File: src/rtl/bcd_calc_pkg.sv
// Shared constants, state type and 7-seg table for the BCD adder calculator.
// The seg decode in bcd_add_seq is enabled by defining BCD_ADD_SEQ_SEG_EN.
package bcd_calc_pkg;
  localparam int NDIG_DEFAULT = 4;

  localparam logic [3:0] KEY_PLUS = 4'hA;
  localparam logic [3:0] KEY_EQ   = 4'hB;
  localparam logic [3:0] KEY_CLR  = 4'hC;

  typedef enum logic [1:0] {
    ENTER_A,
    ENTER_B,
    ADD,
    DONE
  } state_e;

  // gfedcba, active-high
  localparam logic [6:0] SEG_LUT [0:9] = '{
    7'h3F, 7'h06, 7'h5B, 7'h4F, 7'h66,
    7'h6D, 7'h7D, 7'h07, 7'h7F, 7'h6F
  };

  function automatic logic [6:0] seg_of(input logic [3:0] d);
    if (d > 4'd9) return 7'h00;
    return SEG_LUT[d];
  endfunction
endpackage

File: src/rtl/bcd_add_seq_digit.sv
// One-digit BCD adder: binary add, then +6 correction when the sum exceeds 9.
// Purely combinational; shared by all digit positions of the sequencer.
module bcd_digit_add (
  input  logic [3:0] a,
  input  logic [3:0] b,
  input  logic       cin,
  output logic [3:0] s,
  output logic       cout
);
  logic [4:0] bin;
  logic [4:0] adj;

  assign bin  = {1'b0, a} + {1'b0, b} + {4'd0, cin};
  assign adj  = bin + 5'd6;
  assign cout = (bin > 5'd9);
  assign s    = cout ? adj[3:0] : bin[3:0];
endmodule

File: src/rtl/bcd_add_seq.sv
// Keypad sequencer for an NDIG-digit BCD adder; digit-serial add, LSD first.
// Define BCD_ADD_SEQ_SEG_EN to register a 7-seg decode of disp_bcd onto seg.
module bcd_add_seq
  import bcd_calc_pkg::*;
#(
  parameter int NDIG = NDIG_DEFAULT
) (
  input  logic              clk,
  input  logic              rst,
  input  logic              key_valid,
  input  logic [3:0]        key_code,
  output logic              key_ready,
  output logic [4*NDIG-1:0] disp_bcd,
  output logic              ovf,
  output logic              busy,
  output logic              done,
  output logic [7*NDIG-1:0] seg
);
  localparam int W  = 4 * NDIG;
  localparam int IW = (NDIG > 1) ? $clog2(NDIG) : 1;

  state_e          st_q, st_d;
  logic [W-1:0]    a_q, a_d;
  logic [W-1:0]    b_q, b_d;
  logic [W-1:0]    s_q, s_d;
  logic [IW-1:0]   idx_q, idx_d;
  logic            c_q, c_d;
  logic            ovf_q, ovf_d;
  logic            done_q, done_d;

  logic            acc;
  logic            k_dig, k_plus, k_eq, k_clr;
  logic [3:0]      da, db, dsum;
  logic            dcout;

  assign acc    = key_valid && key_ready;
  assign k_dig  = (key_code <= 4'd9);
  assign k_plus = (key_code == KEY_PLUS);
  assign k_eq   = (key_code == KEY_EQ);
  assign k_clr  = (key_code == KEY_CLR);

  assign da = a_q[4*idx_q +: 4];
  assign db = b_q[4*idx_q +: 4];

  bcd_digit_add u_add (
    .a    (da),
    .b    (db),
    .cin  (c_q),
    .s    (dsum),
    .cout (dcout)
  );

  always_ff @(posedge clk) begin
    if (rst) begin
      st_q   <= ENTER_A;
      a_q    <= '0;
      b_q    <= '0;
      s_q    <= '0;
      idx_q  <= '0;
      c_q    <= 1'b0;
      ovf_q  <= 1'b0;
      done_q <= 1'b0;
    end else begin
      st_q   <= st_d;
      a_q    <= a_d;
      b_q    <= b_d;
      s_q    <= s_d;
      idx_q  <= idx_d;
      c_q    <= c_d;
      ovf_q  <= ovf_d;
      done_q <= done_d;
    end
  end

  always_comb begin
    st_d   = st_q;
    a_d    = a_q;
    b_d    = b_q;
    s_d    = s_q;
    idx_d  = idx_q;
    c_d    = c_q;
    ovf_d  = ovf_q;
    done_d = 1'b0;
    if (st_q == ADD) begin
      s_d[4*idx_q +: 4] = dsum;
      c_d   = dcout;
      idx_d = idx_q + 1'b1;
      if (idx_q == IW'(NDIG - 1)) begin
        ovf_d  = dcout;
        done_d = 1'b1;
        idx_d  = '0;
        st_d   = DONE;
      end
    end else if (acc) begin
      unique case (1'b1)
        k_clr: begin
          st_d  = ENTER_A;
          a_d   = '0;
          b_d   = '0;
          s_d   = '0;
          idx_d = '0;
          c_d   = 1'b0;
          ovf_d = 1'b0;
        end
        k_dig: begin
          if (st_q == ENTER_A) begin
            a_d = {a_q[W-5:0], key_code};
          end else if (st_q == ENTER_B) begin
            b_d = {b_q[W-5:0], key_code};
          end else begin
            a_d   = {{(W-4){1'b0}}, key_code};
            ovf_d = 1'b0;
            st_d  = ENTER_A;
          end
        end
        k_plus: begin
          if (st_q == ENTER_A) begin
            b_d  = '0;
            st_d = ENTER_B;
          end else if (st_q == DONE) begin
            // chaining: carry-out digit is dropped
            a_d   = s_q;
            b_d   = '0;
            ovf_d = 1'b0;
            st_d  = ENTER_B;
          end
        end
        k_eq: begin
          if (st_q == ENTER_B) begin
            s_d   = '0;
            idx_d = '0;
            c_d   = 1'b0;
            ovf_d = 1'b0;
            st_d  = ADD;
          end
        end
        default: ;
      endcase
    end
  end

  always_comb begin
    unique case (st_q)
      ENTER_A: disp_bcd = a_q;
      ENTER_B: disp_bcd = b_q;
      default: disp_bcd = s_q;
    endcase
  end

  assign key_ready = (st_q != ADD);
  assign busy      = (st_q == ADD);
  assign done      = done_q;
  assign ovf       = ovf_q;

`ifdef BCD_ADD_SEQ_SEG_EN
  logic [7*NDIG-1:0] seg_q;

  always_ff @(posedge clk) begin
    if (rst) begin
      seg_q <= '0;
    end else begin
      for (int i = 0; i < NDIG; i++) begin
        seg_q[7*i +: 7] <= seg_of(disp_bcd[4*i +: 4]);
      end
    end
  end

  assign seg = seg_q;
`else
  assign seg = '0;
`endif
endmodule
File: config.mk
export PLATFORM = sky130hd
export DESIGN_NAME = bcd_add_seq
export DESIGN_NICKNAME = d
export VERILOG_FILES = /design/src/rtl/bcd_calc_pkg.sv /design/src/rtl/bcd_add_seq_digit.sv /design/src/rtl/bcd_add_seq.sv
export SDC_FILE = /design/constraint.sdc
export NUM_CORES = 1
export LEC_CHECK = 0
export CORE_MARGIN = 3
export CORE_UTILIZATION = 49
export DETAILED_ROUTE_END_ITERATION = 8
export PLACE_DENSITY_LB_ADDON = 0.25
export SYNTH_ARGS = -nofsm -noshare
export SYNTH_HDL_FRONTEND = slang
export SYNTH_HIERARCHICAL = 1
export SYNTH_SLANG_ARGS = --single-unit
File: constraint.sdc
create_clock -name clk -period 3.8 [get_ports clk]
set_clock_uncertainty 0.15 [all_clocks]
set_input_delay 0.57 -clock clk [delete_from_list [all_inputs] [get_ports clk]]
set_output_delay 0.57 -clock clk [all_outputs]
set_load 0.02 [all_outputs]
==> results <==
-- metal layers --
| layer | vias up | wire, um |
|---|---|---|
| li1 | 1391 | - |
| met1 | 1397 | 3950 |
| met2 | 140 | 3980 |
| met3 | 13 | 732 |
| met4 | 0 | 84 |
| met5 | - | 0 |
-- cell families after synthesis --
logic type      Yosys count  synth area share
compound gates          117             0.250
xor+xnor                  2           0.00526
fa+ha+maj                15            0.0605
buf+inv                  65             0.109
flops                    55             0.331
mux                      11            0.0632
other cells               1           0.00113
simple gates            123             0.180
-- repair_timing --
item	4_1_cts	5_1_grt
buffers inserted	0	1
endpoints found under the setup margin	0	2
gates resized for setup	0	4
endpoints found under the hold margin	0	0
-- where the power goes --
group          switching, mW  leakage, nW  total [mW]  internal (mW)
Sequential            0.0535        0.447       0.685          0.632
Clock                  0.193       0.0412       0.322          0.129
Combinational          0.539        0.879       0.860          0.321
-- worst max-delay path, delay by kind of cell, from the launching register on --
kind            cells  cell delay [ns]
simple gates        2             0.19
xor+xnor            1             0.20
compound gates      3             0.87
fa+ha+maj           3             1.19
mux                 1             0.52
flops               1             0.37
-- area by class of cell --
type,count,area [sq um]
Fill cell,592,2770
Multi-Input combinational cell,296,2000
Sequential cell,55,1100
Timing Repair Buffer,41,373
Tap cell,77,96.3
Clock buffer,6,72.6
Inverter,10,37.5
Clock inverter,2,12.5
-- layout by cell type, fill, tap and decap left out, types with 2 or more instances in the layout --
cell,count
nand2_1,55
dfxtp_1,54
a22oi_1,33
conb_1,28
nor2_1,27
clkdlybuf4s50_1,26
o21ai_0,23
a211oi_1,18
nand3b_1,15
a21oi_1,15
buf_4,15
ha_1,12
a22o_1,10
inv_1,9
mux4_2,8
nor2b_1,6
nand2b_1,5
clkbuf_8,5
nor3_1,3
mux2i_1,2
nand4b_1,2
a31oi_1,2
nand3_1,2
xnor2_1,2
fa_1,2
-- sequential cells by signal (all words and copies together), names as in the netlist --
name   flops
ovf        1
c_q        1
idx_q      2
a_q       16
st_q       2
s_q       16
b_q       16
done       1
-- worst max path at each step --
stage | from | to | slack [ns] | depth (start not counted)
final | idx_q[0] | s_q[3] | 0.16 | 10
after global routing | idx_q[0] | s_q[3] | -0.008 | 10
after CTS | idx_q[0] | s_q[2] | 0.11 | 10
after detailed placement | idx_q[0] | s_q[2] | 0.13 | 10
after global placement | idx_q[0] | s_q[2] | 0.22 | 10
after floorplan | idx_q[0] | s_q[2] | 0.13 | 11
-- metrics by stage --
stage | power, mW | instance area (sq um) | TNS [ns]
detailed placement | 1.52 | 3590 | 0
finish | 1.87 | 3690 | 0
global route | 1.98 | 3690 | -0.00805
floorplan | 1.27 | 3430 | 0
CTS | 1.84 | 3670 | 0
global placement | 1.51 | 3590 | 0
==> flow_summary_export.csv <==
group,metric,value,unit
place,hpwl,6200,um
sta,slew_violations,0,
critical_path,crit_path_frequent_cell,"fa_1",
hold_path,worstHoldStart,"s_q[5]",
hold_path,worstHoldPathType,"register to register",
yosys,synth.ff_latch_count,55,
layout,finish.net_count,430,
global_routing,grt_pass1_vias,2723,
layout,syn2layout_area_growth,10.9,%
layout,layoutNonFillerInstCount,487,
sta,tightest_slew,0.882,ns
yosys,async_flop_share,0,
critical_path,cpPeakStageDelay,0.52,ns
yosys,syn_area_per_cell,8.56,sq um
floorplanning,coreArea,0.00646,sq mm
clock_network,root_buffer,"clkbuf_8",
sta,finalHoldViolations,0,
yosys,netlist.area_leader.share,0.331,
global_routing,grt_usage,0.228,
clock_network,clkSlewWorstSetupHoldPaths,0.10,ns
power_and_ir_drop,power_density,506,mW/mm^2
clock_network,clockBufferDepth,2,
yosys,synth_edf_count,0,
global_routing,grt_busiest_layer,"met2",
floorplanning,die_area,0.00782,sq mm
yosys,netlist_top_cells_count,"dfxtp_1, nand2_1, a22oi_1",
floorplanning,die_x,88.4,um
yosys,synth_top_cell_by_area,"dfxtp_1",
clock_network,cts_htree_levels,2,
sta,post-route-period-util,0.959,
critical_path,crit_path_end_kind,"register",
layout,utilization,0.572,
clock_network,clock_sinks,55,
critical_path,worstPathCellList,"mux4_2 -> fa_1 -> fa_1 -> xnor2_1 -> ha_1 -> a31o_1 -> a2111oi_2 -> nor2b_1 -> a22oi_1 -> nor2_1",
route,vias,2941,
place,io_buffers,26,
critical_path,path_class,"register to register",
place,post-place-cells,478,
clock_network,clk_latency,0.31,ns
floorplanning,initial_core_util,0.515,
yosys,netlist_instances,389,
critical_path,r2r_end,"s_q[3]",
layout,diodes,0,
route,routed_wl,8750,um
yosys,synthTopCellsByArea,"dfxtp_1, a22oi_1, buf_4, nand2_1, mux4_2",
floorplanning,rows,29,
critical_path,arrival,3.67,ns
yosys,yosysWarningCount,6,
route,vias_per_cell,6.04,
sta,max_slew_margin,0.410,
critical_path,critPathLaunchType,"register",
global_routing,grtUsageMet1,0.318,
place,routabilityCongestion,0.945,
critical_path,crit_slowest_cell,"mux4_2",
route,dr.pass1.iters,5,
sta,holdWs,0.348,ns
global_routing,overflow,0,
floorplanning,die_h,88.4,um
route,drc,0,
critical_path,r2r_slack,0.16,ns
run_status,status,"finished clean",
global_routing,grt_max_degree,33,
route,drtIter0Drc,223,
place,dpl_worst_slack,0.134,ns
global_routing,met3_usage,0.0531,
floorplanning,ios,55,
clock_network,cts_buffers,5,
hold_path,hold_end,"s_q[5]",
hold_path,hold_depth,2,
global_routing,use_met2,0.358,
sta,period_needed,3.64,ns
yosys,ys_seq_area_frac,0.331,
clock_network,cts_tree,"done",
route,wl_per_cell,18.0,um
clock_network,holdBufCountCts,0,
yosys,ys_types,52,
power_and_ir_drop,leakagePower,1.37,nW
route,drtAntennaViolNets,0,
sta,worst_slack,0.156,ns
sta,max_freq,0.274,GHz
critical_path,cp_max_fo,4,
power_and_ir_drop,peakVddDrop,0.000333,V
critical_path,r2r_start,"idx_q[0]",
layout,drive_gt1_frac,0.102,
global_routing,grt_pass1_wl,13800,um
sta,setup_viol,0,
global_routing,grt_antenna_before_repair,0,
critical_path,worstPathRequired,3.82,ns
flow_run,maxCapViolCount,0,
yosys,syn_area,0.00333,sq mm
critical_path,reg2reg_depth,10,
yosys,ys.flop_type,"dfxtp_1",
Note: power is estimated with default switching activity, not from simulation.
